<file path="src/rtl/div5_pkg.sv">
// Shared constants, FSM state type and sizing helper for the divide-by-5 engine.
package div5_pkg;

   localparam int unsigned DIVISOR = 5;
   localparam int unsigned DIGIT_W = 3;
   localparam int unsigned REM_W   = 3;

   typedef enum logic [1:0] {
      IDLE = 2'd0,
      RUN  = 2'd1,
      DONE = 2'd2
   } state_t;

   // Number of 3-bit digit iterations needed to cover a dividend of the given width.
   function automatic int unsigned steps(input int unsigned width);
      return (width + DIGIT_W - 1) / DIGIT_W;
   endfunction

endpackage

</file>
<file path="src/rtl/div5_digit_lut.sv">
// Combinational digit step: divides {rem, digit} (0..39) by 5.
module div5_digit_lut
   import div5_pkg::*;
(
   input  logic [REM_W-1:0]   rem,
   input  logic [DIGIT_W-1:0] digit,
   output logic [DIGIT_W-1:0] qd,
   output logic [REM_W-1:0]   nr
);

   logic [REM_W+DIGIT_W-1:0] v;

   // One lookup: quotient digit and next remainder; rem 5..7 cannot occur and yields 0.
   always_comb begin
      v  = {rem, digit};
      qd = '0;
      nr = '0;
      if (rem < REM_W'(DIVISOR)) begin
         qd = DIGIT_W'(v / (REM_W + DIGIT_W)'(DIVISOR));
         nr = REM_W'(v % (REM_W + DIGIT_W)'(DIVISOR));
      end
   end

endmodule

</file>
<file path="src/rtl/div5_seq_ctrl.sv">
// Sequential divide-by-5: walks the dividend MSB-first one 3-bit digit per cycle.
module div5_seq_ctrl
   import div5_pkg::*;
#(
   parameter int unsigned WIDTH = 64
) (
   input  logic             clk,
   input  logic             rst,
   input  logic             in_valid,
   output logic             in_ready,
   input  logic [WIDTH-1:0] in_dividend,
   output logic             out_valid,
   input  logic             out_ready,
   output logic [WIDTH-1:0] out_quotient,
   output logic [REM_W-1:0] out_remainder,
   output logic             busy
);

   localparam int unsigned STEPS = steps(WIDTH);
   localparam int unsigned QW    = DIGIT_W * STEPS;
   localparam int unsigned CNT_W = (STEPS > 1) ? $clog2(STEPS) : 1;

   state_t             state;
   logic [QW-1:0]      dvd;
   // Quotient padding bits above WIDTH are provably zero, so only WIDTH bits are kept.
   logic [WIDTH-1:0]   quo;
   logic [REM_W-1:0]   rem;
   logic [CNT_W-1:0]   cnt;
   logic [DIGIT_W-1:0] qd;
   logic [REM_W-1:0]   nr;

   div5_digit_lut u_lut (
      .rem   (rem),
      .digit (dvd[QW-1 -: DIGIT_W]),
      .qd    (qd),
      .nr    (nr)
   );

   // Handshake FSM plus dividend/quotient shift datapath.
   always_ff @(posedge clk or posedge rst) begin
      if (rst) begin
         state <= IDLE;
         dvd   <= '0;
         quo   <= '0;
         rem   <= '0;
         cnt   <= '0;
      end else begin
         case (state)
            IDLE: begin
               if (in_valid) begin
                  dvd   <= QW'(in_dividend);
                  rem   <= '0;
                  cnt   <= CNT_W'(STEPS - 1);
                  state <= RUN;
               end
            end
            RUN: begin
               dvd <= dvd << DIGIT_W;
               quo <= WIDTH'({quo, qd});
               rem <= nr;
               if (cnt == '0) begin
                  state <= DONE;
               end else begin
                  cnt <= cnt - 1'b1;
               end
            end
            DONE: begin
               if (out_ready) begin
                  state <= IDLE;
               end
            end
            default: state <= IDLE;
         endcase
      end
   end

   // Status outputs decode directly from the state register.
   always_comb begin
      in_ready      = (state == IDLE);
      out_valid     = (state == DONE);
      busy          = (state == RUN) || (state == DONE);
      out_quotient  = quo;
      out_remainder = rem;
   end

endmodule

</file>
<file path="config.mk">
export PLATFORM = sky130hd
export DESIGN_NAME = div5_seq_ctrl
export DESIGN_NICKNAME = d
export VERILOG_FILES = /design/src/rtl/div5_pkg.sv /design/src/rtl/div5_digit_lut.sv /design/src/rtl/div5_seq_ctrl.sv
export SDC_FILE = /design/constraint.sdc
export NUM_CORES = 1
export LEC_CHECK = 0
export BUFFER_PORTS_ARGS = -buffer_cell sky130_fd_sc_hd__clkbuf_2
export CAP_MARGIN = 20
export CORE_ASPECT_RATIO = 0.75
export CORE_UTILIZATION = 45
export DETAILED_ROUTE_END_ITERATION = 8
export GPL_ROUTABILITY_DRIVEN = 0
export PLACE_DENSITY = 0.68
export SYNTH_ARGS = -nofsm -noshare
export SYNTH_HDL_FRONTEND = slang
export SYNTH_SLANG_ARGS = --single-unit
</file>
<file path="constraint.sdc">
create_clock -name clk -period 5.3 [get_ports clk]
set_input_delay 1.06 -clock clk [delete_from_list [all_inputs] [get_ports clk]]
set_output_delay 1.06 -clock clk [all_outputs]
set_load 0.1 [all_outputs]
</file>
==> metrics.txt <==
# TYPE chip_impl_metric gauge
chip_impl_metric{name="coreArea",unit="sq mm"} 0.0137
chip_impl_metric{name="proportion_of_layout_cells_with_a_drive_suffix_above_1",unit="%"} 35.9
chip_impl_info{name="root_driver",value="clkbuf_16"} 1
chip_impl_metric{name="proportion_of_synthesized_chip_area_in_sequential_cells",unit="%"} 55.1
chip_impl_metric{name="antenna_cells_inserted",unit=""} 0
chip_impl_metric{name="synth_net_count",unit=""} 624
chip_impl_metric{name="postCtsResizedCells",unit=""} 0
chip_impl_info{name="hold_path_class",value="flop to flop"} 1
chip_impl_metric{name="antenna_violating_nets_post_route",unit=""} 0
chip_impl_metric{name="synth_async_sr_flop_share",unit="%"} 100
chip_impl_metric{name="drc_errors",unit=""} 0
chip_impl_metric{name="drt-pass1-iter-count",unit=""} 4
chip_impl_info{name="outcome",value="finished clean"} 1
chip_impl_metric{name="path_max_fanout",unit=""} 17
chip_impl_metric{name="dieHeight",unit="um"} 105
chip_impl_metric{name="max_stage_delay",unit="ns"} 0.62
chip_impl_metric{name="fp.dieArea",unit="sq mm"} 0.0146
chip_impl_metric{name="synthToLayoutAreaGrowth",unit="%"} 22.8
chip_impl_metric{name="post_synth_instance_area",unit="sq mm"} 0.00636
chip_impl_metric{name="synth.avg_cell_area",unit="sq um"} 11.6
chip_impl_metric{name="cts.reportedPaths.clkPinSlew",unit="ns"} 0.06
chip_impl_metric{name="synth_edf_count",unit=""} 0
chip_impl_metric{name="floorplan.initialDensity",unit="%"} 46.3
chip_impl_metric{name="slew_headroom",unit="%"} 36.6
chip_impl_metric{name="grt_pass1_vias",unit=""} 4401
chip_impl_info{name="clock_tree_from_tritoncts",value="built"} 1
chip_impl_metric{name="antenna_violations_before_repair",unit=""} 0
chip_impl_metric{name="stdcell_count",unit=""} 860
chip_impl_metric{name="placed_cells_incl_taps",unit=""} 827
chip_impl_metric{name="clock-sinks",unit=""} 140
chip_impl_info{name="critical_path_class",value="flop to flop"} 1
chip_impl_metric{name="cts-htree-levels",unit=""} 4
chip_impl_metric{name="first_pass_grt_wire_length",unit="um"} 22400
chip_impl_metric{name="io-pin-count",unit=""} 138
chip_impl_info{name="worst_setup_path_end_kind",value="flop"} 1
chip_impl_metric{name="fmaxAchievable",unit="MHz"} 341
chip_impl_metric{name="cts.hold.buffers_added",unit=""} 0
chip_impl_metric{name="setup_viol",unit=""} 0
chip_impl_metric{name="placed_wire_length_estimate_after_detailed_placement",unit="um"} 8890
chip_impl_metric{name="worst_slew_pin_slew",unit="ns"} 0.951
chip_impl_info{name="path_cells",value="and3b_1 -> o31ai_1 -> o211a_1 -> ha_1 -> nand2b_2 -> a32oi_2 -> a31oi_2 -> o31a_1 -> o31ai_2"} 1
chip_impl_metric{name="fillCellCount",unit=""} 1149
chip_impl_metric{name="flip_flop_and_latch_count_after_synthesis",unit=""} 140
chip_impl_metric{name="cts_setup_buffers",unit=""} 0
chip_impl_metric{name="fin_crit_sh",unit="%"} 55.3
chip_impl_metric{name="finalSetupTns",unit="ns"} 0
chip_impl_info{name="rsz0062_at_grt",value="false"} 1
chip_impl_metric{name="via_per_inst",unit=""} 5.20
chip_impl_metric{name="postRouteWirelength",unit="um"} 13200
chip_impl_metric{name="num_rows",unit=""} 37
chip_impl_metric{name="cells_after_synthesis",unit=""} 549
chip_impl_metric{name="dieWidth",unit="um"} 139
chip_impl_metric{name="ys.warnings.count",unit=""} 0
chip_impl_metric{name="overflow",unit=""} 0
chip_impl_metric{name="finalNetCount",unit=""} 747
chip_impl_metric{name="clock-skew-final",unit="ns"} 0.00580
chip_impl_metric{name="worst-endpoint-arrival",unit="ns"} 3.25
chip_impl_metric{name="grtUsageTotal",unit="%"} 19.4
chip_impl_metric{name="initialDrtViolationCount",unit=""} 287
chip_impl_metric{name="routed_wirelength_normalized_by_instance_count",unit="um"} 15.3
chip_impl_metric{name="timing.critical_path.buf_inv",unit=""} 0
chip_impl_metric{name="timing.critical_path.required",unit="ns"} 5.62
chip_impl_metric{name="numPortBuffers",unit=""} 137
chip_impl_info{name="path_delay_family",value="compound AO/OA/AOI/OAI gates"} 1
chip_impl_metric{name="worst_skew_pair.late_latency",unit="ns"} 0.41
chip_impl_info{name="crit_path_top_delay_cell",value="dfrtp_1"} 1
chip_impl_metric{name="pins_over_slew_limit",unit=""} 0
chip_impl_metric{name="tritoncts.num_buffers",unit=""} 17
chip_impl_metric{name="vias",unit=""} 4468
chip_impl_metric{name="max_cap_violations",unit=""} 0
chip_impl_metric{name="grt_max_degree",unit=""} 110
chip_impl_metric{name="clk_path_buf_depth",unit=""} 2
chip_impl_metric{name="synth_cell_type_count",unit=""} 53
chip_impl_metric{name="period_needed",unit="ns"} 2.93
chip_impl_info{name="crit_path_start_kind",value="flop"} 1
chip_impl_metric{name="hold_viol_final",unit=""} 0
chip_impl_info{name="synth_ff_type",value="dfrtp_1"} 1
[cell type report]
| class | instances | area (sq um) | share of cell area (%) |
|---|---|---|---|
| multi-input combinational | 358 | 2660 | 34.0 |
| inverter | 14 | 57.6 | 0.737 |
| clock buffer | 21 | 470 | 6.02 |
| sequential | 140 | 3500 | 44.9 |
| clock inverter | 11 | 165 | 2.11 |
| timing repair buffer | 141 | 736 | 9.42 |
| tap | 175 | 219 | 2.80 |
[worst paths after layout]
check                                  from                to  slack (ns)  cells after the start
setup / recovery           out_remainder[0]  out_remainder[1]        2.37                      9
hold / removal                      dvd[58]           dvd[58]        0.48                      2
setup reg to reg           out_remainder[0]  out_remainder[1]        2.37                      9
hold reg to reg                     dvd[58]           dvd[58]        0.48                      2
max in group asynchronous               rst            dvd[9]        3.43                      3
min in group asynchronous               rst           dvd[46]        0.85                      2
[metrics by stage]
step	hold WS (ns)	utilization, %	setup WS (ns)	cell area, sq um
finish	0.480	56.8	2.37	7810
global route	0.514	56.8	2.15	7810
floorplan	0.450	-	0.487	6360
CTS	0.484	56.6	2.15	7780
global placement	0.462	52.0	2.26	7150
detailed placement	0.471	52.0	2.16	7150
[synth_stat cells (all sizes together), types with 2 or more instances]
master / number / area share (%)
and3: 5 / 0.49
nor2: 8 / 0.47
o31ai: 3 / 0.43
inv: 14 / 0.83
nand2b: 4 / 0.43
nor3: 2 / 0.16
dfrtp: 140 / 55
a31o: 2 / 0.28
nor4: 2 / 0.20
nor3b: 2 / 0.24
o21ai: 72 / 5.7
a21oi: 11 / 0.87
mux2: 62 / 11
buf: 24 / 1.9
a31oi: 5 / 0.59
o211a: 2 / 0.31
nor2b: 3 / 0.30
mux2i: 62 / 9.8
nand3: 6 / 0.47
nand2: 68 / 4.0
o211ai: 2 / 0.24
o22ai: 4 / 0.39
a22o: 3 / 0.41
ha: 7 / 1.4
a211oi: 2 / 0.24
clkbuf: 13 / 0.77
o31a: 2 / 0.28
[registers in the layout, indices dropped and copies added, names as in the netlist]
| register | cells |
|---|---|
| cnt | 5 |
| dvd | 66 |
| out_quotient | 64 |
| out_remainder | 3 |
| state | 2 |
[tightest hold or removal path: stages (launching register included)]
cell and delay (ns):
dfrtp_1 0.34, nand2_1 0.05, o21ai_0 0.06
[metal layers]
layer	track usage (%)	up-vias	part of all wire (%)	routed length, um
met5	0	-	0	0
met4	9.05	0	1.7	225
met3	4.12	16	3.6	478
met2	28.8	98	46	6070
met1	27.1	2156	49	6420
li1	-	2198	-	-
[cells in the final DEF, fill, tap and decap left out, types with 5 or more instances in the layout]
cell	Yosys	routed
mux2i_1	62	62
nand2_1	68	68
dfrtp_1	140	140
and3_1	5	5
nand3_1	6	6
mux2_2	62	62
clkbuf_2	0	137
a21oi_1	11	11
inv_1	13	12
ha_1	7	6
nor2_1	8	8
o21ai_0	65	64
o21ai_1	7	7
clkbuf_16	0	17
[kinds of logic after synthesis]
logic type | count (synthesis) | synth area share, %
buffers and inverters | 51 | 3.52
adders and majority gates | 7 | 1.38
AOI/OAI and AO/OA | 118 | 11.2
and+or+nand+nor | 108 | 7.96
xor gates and xnor gates | 1 | 0.138
muxes | 124 | 20.7
DFF | 140 | 55.1
Power is not shown: default switching activity piles up to over one toggle a cycle in this logic, so the estimate is an artifact.
